<file path="config.mk">
export PLATFORM = sky130hd
export DESIGN_NAME = mem_lsu
export DESIGN_NICKNAME = d
export VERILOG_FILES = /design/src/rtl/cpu_pkg.sv /design/src/rtl/mem_lsu_lane.sv /design/src/rtl/mem_lsu.sv
export SDC_FILE = /design/constraint.sdc
export NUM_CORES = 1
export LEC_CHECK = 0
export CAP_MARGIN = 20
export CORE_ASPECT_RATIO = 0.75
export CORE_UTILIZATION = 42
export CTS_CLUSTER_DIAMETER = 120
export DETAILED_ROUTE_END_ITERATION = 16
export PLACE_DENSITY = 0.95
export SLEW_MARGIN = 20
export SYNTH_ARGS = -nofsm -noshare
export SYNTH_HDL_FRONTEND = slang
export SYNTH_SLANG_ARGS = --single-unit
export TNS_END_PERCENT = 30
</file>
<file path="constraint.sdc">
create_clock -name clk -period 2.7 [get_ports clk]
set_input_delay 0.54 -clock clk [delete_from_list [all_inputs] [get_ports clk]]
set_output_delay 0.54 -clock clk [all_outputs]
set_load 0.01 [all_outputs]
</file>
<file path="src/rtl/cpu_pkg.sv">
// Shared CPU definitions: LSU op encodings, LSU FSM state encoding and memory init word.
// Byte operations in mem_lsu are enabled by defining MEM_LSU_BYTE_OPS_EN.
package cpu_pkg;

  typedef enum logic [1:0] {
    OP_LW = 2'b00,
    OP_SW = 2'b01,
    OP_LB = 2'b10,
    OP_SB = 2'b11
  } lsu_op_e;

  typedef enum logic [1:0] {
    ST_IDLE    = 2'b00,
    ST_ACCESS  = 2'b01,
    ST_CAPTURE = 2'b10,
    ST_MODIFY  = 2'b11
  } lsu_state_e;

  // Power-up content of every data memory word.
  localparam logic [15:0] MEM_INIT_WORD = 16'h00FF;

  localparam int LSU_LANE_W = 8;

endpackage

</file>
<file path="src/rtl/mem_lsu_lane.sv">
// Byte lane helper for mem_lsu: zero-extended lane extract and lane merge.
// Only built when MEM_LSU_BYTE_OPS_EN is defined.
`ifdef MEM_LSU_BYTE_OPS_EN
module mem_lsu_lane
  import cpu_pkg::*;
#(
  parameter int DATA_W = 16
) (
  input  logic [DATA_W-1:0]     word_i,
  input  logic                  lane_i,
  input  logic [LSU_LANE_W-1:0] byte_i,
  output logic [DATA_W-1:0]     extract_o,
  output logic [DATA_W-1:0]     merged_o
);

  logic [LSU_LANE_W-1:0] laneLow;
  logic [LSU_LANE_W-1:0] laneHigh;

  assign laneLow  = word_i[LSU_LANE_W-1:0];
  assign laneHigh = word_i[DATA_W-1:LSU_LANE_W];

  assign extract_o = {{(DATA_W-LSU_LANE_W){1'b0}}, (lane_i ? laneHigh : laneLow)};

  // The unselected lane is carried through untouched from the word just read.
  assign merged_o = lane_i ? {byte_i, laneLow} : {laneHigh, byte_i};

endmodule
`endif

</file>
<file path="src/rtl/mem_lsu.sv">
// MEM-stage load/store unit driving a one-cycle registered-read data memory.
// Define MEM_LSU_BYTE_OPS_EN to build LB/SB support (MODIFY state and lane merge).
module mem_lsu
  import cpu_pkg::*;
#(
  parameter int ADDR_W = 7,
  parameter int DATA_W = 16
) (
  input  logic              clk,
  input  logic              rst,
  input  logic              req_valid,
  output logic              req_ready,
  input  logic [1:0]        req_op,
  input  logic [ADDR_W:0]   req_addr,
  input  logic [DATA_W-1:0] req_wdata,
  output logic              resp_valid,
  output logic [DATA_W-1:0] resp_rdata,
  output logic              mem_we,
  output logic [ADDR_W-1:0] mem_w_addr,
  output logic [ADDR_W-1:0] mem_r_addr,
  output logic [DATA_W-1:0] mem_data_in,
  input  logic [DATA_W-1:0] mem_data_out
);

  lsu_state_e        state_q;
  lsu_op_e           op_q;
  lsu_op_e           reqOp;
  logic [ADDR_W-1:0] addr_q;
  logic [DATA_W-1:0] data_q;
  logic              resp_valid_q;
  logic [DATA_W-1:0] resp_rdata_q;

`ifdef MEM_LSU_BYTE_OPS_EN
  logic              lane_q;
  logic [DATA_W-1:0] laneExtract;
  logic [DATA_W-1:0] laneMerged;

  assign reqOp = lsu_op_e'(req_op);

  mem_lsu_lane #(
    .DATA_W (DATA_W)
  ) u_lane (
    .word_i    (mem_data_out),
    .lane_i    (lane_q),
    .byte_i    (data_q[LSU_LANE_W-1:0]),
    .extract_o (laneExtract),
    .merged_o  (laneMerged)
  );
`else
  logic [1:0] unused_byteBits;

  // Without byte support LB folds onto LW and SB onto SW; the lane bit is dropped.
  assign reqOp           = req_op[0] ? OP_SW : OP_LW;
  assign unused_byteBits = {req_op[1], req_addr[0]};
`endif

  assign req_ready   = (state_q == ST_IDLE);
  assign mem_we      = ((state_q == ST_ACCESS) && (op_q == OP_SW)) || (state_q == ST_MODIFY);
  assign mem_w_addr  = addr_q;
  assign mem_r_addr  = addr_q;
  assign mem_data_in = data_q;
  assign resp_valid  = resp_valid_q;
  assign resp_rdata  = resp_rdata_q;

  // Control FSM; a reset mid-operation simply drops the op and its response.
  always_ff @(posedge clk) begin
    if (rst) begin
      state_q      <= ST_IDLE;
      op_q         <= OP_LW;
      addr_q       <= '0;
      data_q       <= '0;
      resp_valid_q <= 1'b0;
      resp_rdata_q <= '0;
`ifdef MEM_LSU_BYTE_OPS_EN
      lane_q       <= 1'b0;
`endif
    end else begin
      resp_valid_q <= 1'b0;
      case (state_q)
        ST_IDLE: begin
          if (req_valid) begin
            op_q    <= reqOp;
            addr_q  <= req_addr[ADDR_W:1];
            data_q  <= req_wdata;
`ifdef MEM_LSU_BYTE_OPS_EN
            lane_q  <= req_addr[0];
`endif
            state_q <= ST_ACCESS;
          end
        end
        ST_ACCESS: begin
          if (op_q == OP_SW) begin
            resp_valid_q <= 1'b1;
            resp_rdata_q <= '0;
            state_q      <= ST_IDLE;
          end else begin
            state_q <= ST_CAPTURE;
          end
        end
        ST_CAPTURE: begin
          case (op_q)
`ifdef MEM_LSU_BYTE_OPS_EN
            OP_LB: begin
              resp_valid_q <= 1'b1;
              resp_rdata_q <= laneExtract;
              state_q      <= ST_IDLE;
            end
            OP_SB: begin
              data_q  <= laneMerged;
              state_q <= ST_MODIFY;
            end
`endif
            default: begin
              resp_valid_q <= 1'b1;
              resp_rdata_q <= mem_data_out;
              state_q      <= ST_IDLE;
            end
          endcase
        end
`ifdef MEM_LSU_BYTE_OPS_EN
        ST_MODIFY: begin
          resp_valid_q <= 1'b1;
          resp_rdata_q <= '0;
          state_q      <= ST_IDLE;
        end
`endif
        default: begin
          state_q <= ST_IDLE;
        end
      endcase
    end
  end

endmodule

</file>
### After elaboration in Yosys (flattened, before gate mapping)

Cells that the tools add are included.

* equal/unequal tests: 6
* mux-type cells: 8
* reduce and logical (&&, ||, !) cells: 6

Operators by type and width (count)
* one-hot mux 16 bit (2 select lines): 1
* two-way mux 16 bit: 1
* equality test 2 x 1 -> 1 bit (second input constant): 2
* equality test 2 bit (second input constant): 2
* two-way mux 2 bit: 2
* one-hot mux 2 bit (2 select lines): 1
* AND reduction 2 bit: 2
* zero test 2 bit: 1
* two-way mux 1 bit: 2
* != test 2 x 1 -> 1 bit (second input constant): 1
* != test 2 bit (second input constant): 1
* one-hot mux 1 bit (2 select lines): 1
* nonzero test 2 bit: 1
* logical AND 1 bit: 1
* logical OR 1 bit: 1

* register bits after elaboration: 44
* input port bits: 45
* output and inout port bits: 49
* word-level logic and storage cells: 26

### Depth between registers and ports, before layout

* depth in word-level cells: 3
* depth in mapped cells: 7

### Worst setup path before layout

No wires, ideal clock.

* kind: register to output
* start: reg state_q[1]
* end: out mem_we
* arrival: 0.892 ns
* required time: 2.160 ns
* path slack: 1.268 ns
* stages on the path, launching flop included: 4
* buffers on the path: 0
* cell sequence: dfxtp_1 > inv_1 > ha_1 > a21o_1

* word-level cells in the longest chain between the ends: 3

RTL lines
* start: declaration: line mem_lsu.sv:25 `lsu_state_e state_q;`
* start signal: assignment: line mem_lsu.sv:68 `state_q <= ST_IDLE;`
* start signal: assignment: line mem_lsu.sv:88 `state_q <= ST_ACCESS;`
* start signal: assignment: line mem_lsu.sv:95 `state_q <= ST_IDLE;`
* equality test 2 x 1 -> 1 bit: line mem_lsu.sv:58 `assign mem_we = ((state_q == ST_ACCESS) && (op_q == OP_SW)) || (state_q == ST_MODIFY);`
* logical AND 1 bit: line mem_lsu.sv:58
* logical OR 1 bit (*): line mem_lsu.sv:58
* end: declaration: line mem_lsu.sv:18 `output logic mem_we,`

Mark *: on every way between the ends. The rest lies on a longest branch, timed or not.

### Final worst setup path

Same ends and word-level chain as after synthesis.

==> results.toml <==
[run_status]
outcome = "finished clean"

[sta]
tightest_slew_ns = 0.907
setup_violations = 0
period_minus_slack_ns = 2.28
min_period_over_period = 0.843
rsz0062_at_grt = "false"
finClkSkew_ns = 0.00678
finalSetupTns_ns = 0
finalHoldViolations = 0
relSlewSlack = 0.395
fmax_mhz = 439
drv_slew = 0

[clocking]
cts-resized-gates = 0
cts_buffers = 5
cts_max_level = 2
hold_buffers = 0
cts-root-buf = "clkbuf_8"
clock_path_buffers = 2
cts_tree = "built"
cts_sinks = 43
clk_pin_slew_worst_paths_ns = 0.08
clock_latency_ns = 0.28
postCtsSetupRepairBufs = 0

[worst_setup_path]
path_cells = "inv_1 > ha_1 > a21o_1 > clkdlybuf4s50_1"
crit_buf_inv = 2
cp-end-kind = "output pin"
cp.arrival_ns = 1.74
required_ns = 2.16
path_class = "flop to output pin"
slowest_delay_ns = 0.47
critical-path-slowest-cell = "clkdlybuf4s50_1"
path_max_fanout = 5
start_kind = "flop"
cp_top_family = "buffers and inverters"

[synthesis]
synthesis.nets = 254
syn_area_sq_um = 1780
synth.distinct_cells = 22
synth_top_area_share = 0.483
synth_top_cell_by_area = "dfxtp_1"
synth-seq-cells = 43
syn_area_per_cell_sq_um = 8.73
yosys-top-cells-area = "dfxtp_1 (48%), nand2_1 (14%), a21oi_1 (8.7%)"
synthCells = 204
yosysWarnings = 0
ys_seq_area_frac = 0.483

[min_path]
hold_class = "flop to flop"

[detailed_routing]
vias_per_cell = 4.71
drt-total-wl_microns = 4400
wl_per_cell_microns = 13.0
route.detailed.drc = 0
num_vias = 1596
drt_iter0_drc = 63
dr.pass1.iters = 4
antenna_left = 0

[placement]
dp_hpwl_microns = 3070
placedInstanceArea_sq_um = 2630
io_buffers = 91
gp_congestion = 0.750

[floorplanning]
core_area_sq_um = 4050
dieArea_sq_um = 4510
rows = 20
start_util = 0.439
fp.dieH_microns = 58.4
dieWidth_microns = 77.2
io_pins = 94

[cells_and_area]
stdcell_area_sq_um = 2710
diodes = 0
area_delta_synth_final_pct = 52.0
fill_cells = 356
drive_gt1_frac = 0.109
fin_nets = 333
seqCellArea_sq_um = 861
multiInputGateArea_sq_um = 767

[power_and_ir_drop]
power.density_nw_per_um2 = 493
p_leak_nw = 0.948
ir_drop_v = 0.000341

[job]
cap_violations = 0

[grt]
grt_max_degree = 44
antenna_found_initial = 0
grt_pass1_vias = 1493
grt_pass1_wl_microns = 7110
grt_use_total = 0.201
grt-ovfl-total = 0
## cells by family after synthesis
logic type	share of synthesized area
buffers and inverters	0.0857
multiplexers	0.0218
flip-flops	0.483
AO/OA/AOI/OAI	0.141
adder cells (fa/ha/maj)	0.0351
AND/OR/NAND/NOR	0.233
## metrics by stage
step	power, mW	util	std cells	hold slack (ns)	worst slack [ns]
floorplan	0.831	-	204	0.476	1.27
global placement	0.959	0.648	331	0.436	0.650
detailed placement	0.967	0.648	331	0.445	0.629
CTS	1.35	0.668	339	0.455	0.409
global route	1.41	0.668	339	0.474	0.317
finish	1.34	0.668	339	0.454	0.423
## registers in the layout (all words and copies together), names as in the netlist
signal	cells
mem_data_in	16
resp_rdata	16
mem_r_addr	7
state_q	2
op_q	1
resp_valid	1
## area by class of cell
cell class | count | share of cell area
timing repair buffer | 93 | 0.340
clock buffer | 7 | 0.0282
inverter | 2 | 0.00277
multi-input combinational | 138 | 0.283
tap | 55 | 0.0254
sequential | 43 | 0.318
clock inverter | 1 | 0.00185
## power by group
group          switching, mW  internal, mW  leakage, nW
clock                  0.202         0.182       0.0422
sequential            0.0188         0.663        0.350
combinational          0.124         0.145        0.556
## final timing paths
path              slack [ns]  cells after the start                     endpoint                         from
hold reg to reg         0.45                      2  mem_data_in[3]$_SDFFE_PP0P_  mem_data_in[3]$_SDFFE_PP0P_
setup reg to reg        0.96                      5   mem_r_addr[5]$_SDFFE_PP0P_      state_q[0]$_SDFFE_PP0P_
setup / recovery        0.42                      4                       mem_we      state_q[1]$_SDFFE_PP0P_
hold / removal          0.45                      2  mem_data_in[3]$_SDFFE_PP0P_  mem_data_in[3]$_SDFFE_PP0P_
## cells in the final DEF, fill, tap and decap left out
cell and count:
nor3b_1 2, dfxtp_1 43, clkbuf_8 5, clkdlybuf4s50_1 90, a21oi_1 31, clkinv_2 1, ha_1 5, nand2b_1 1
mux2i_1 1, and2_1 1, inv_1 2, nor2_1 2, nand3_2 10, mux2_4 1, clkbuf_1 2, nor2b_1 1
nand2_1 65, a21o_1 1, nand3_1 6, a21oi_2 10, buf_4 2, buf_2 1, mux2i_2 1
## routing by layer
layer / routed length (microns) / GRT usage / vias up / share of wire
met1: 1960 / 0.251 / 728 / 0.45
met2: 2140 / 0.341 / 47 / 0.49
met5: 0 / 0 / - / 0
li1: - / - / 814 / -
met4: 62 / 0.0728 / 0 / 0.014
met3: 240 / 0.0512 / 7 / 0.055
## Yosys cell counts (all sizes together)
master  instances
a21o            1
a21oi          41
and2            1
buf            12
clkbuf          9
dfxtp          43
ha              5
inv             2
mux2            1
mux2i           2
nand2          65
nand2b          1
nand3          16
nor2            2
nor2b           1
nor3b           2
## worst reg2reg max path: cells and delay by family (launching register included)
kind / cells / cell delay (ns)
compound gates: 1 / 0.18
simple gates: 2 / 0.74
flops: 1 / 0.39
buf+inv: 1 / 0.10
fa+ha+maj: 1 / 0.26
Note: power is estimated with default switching activity, not from simulation.
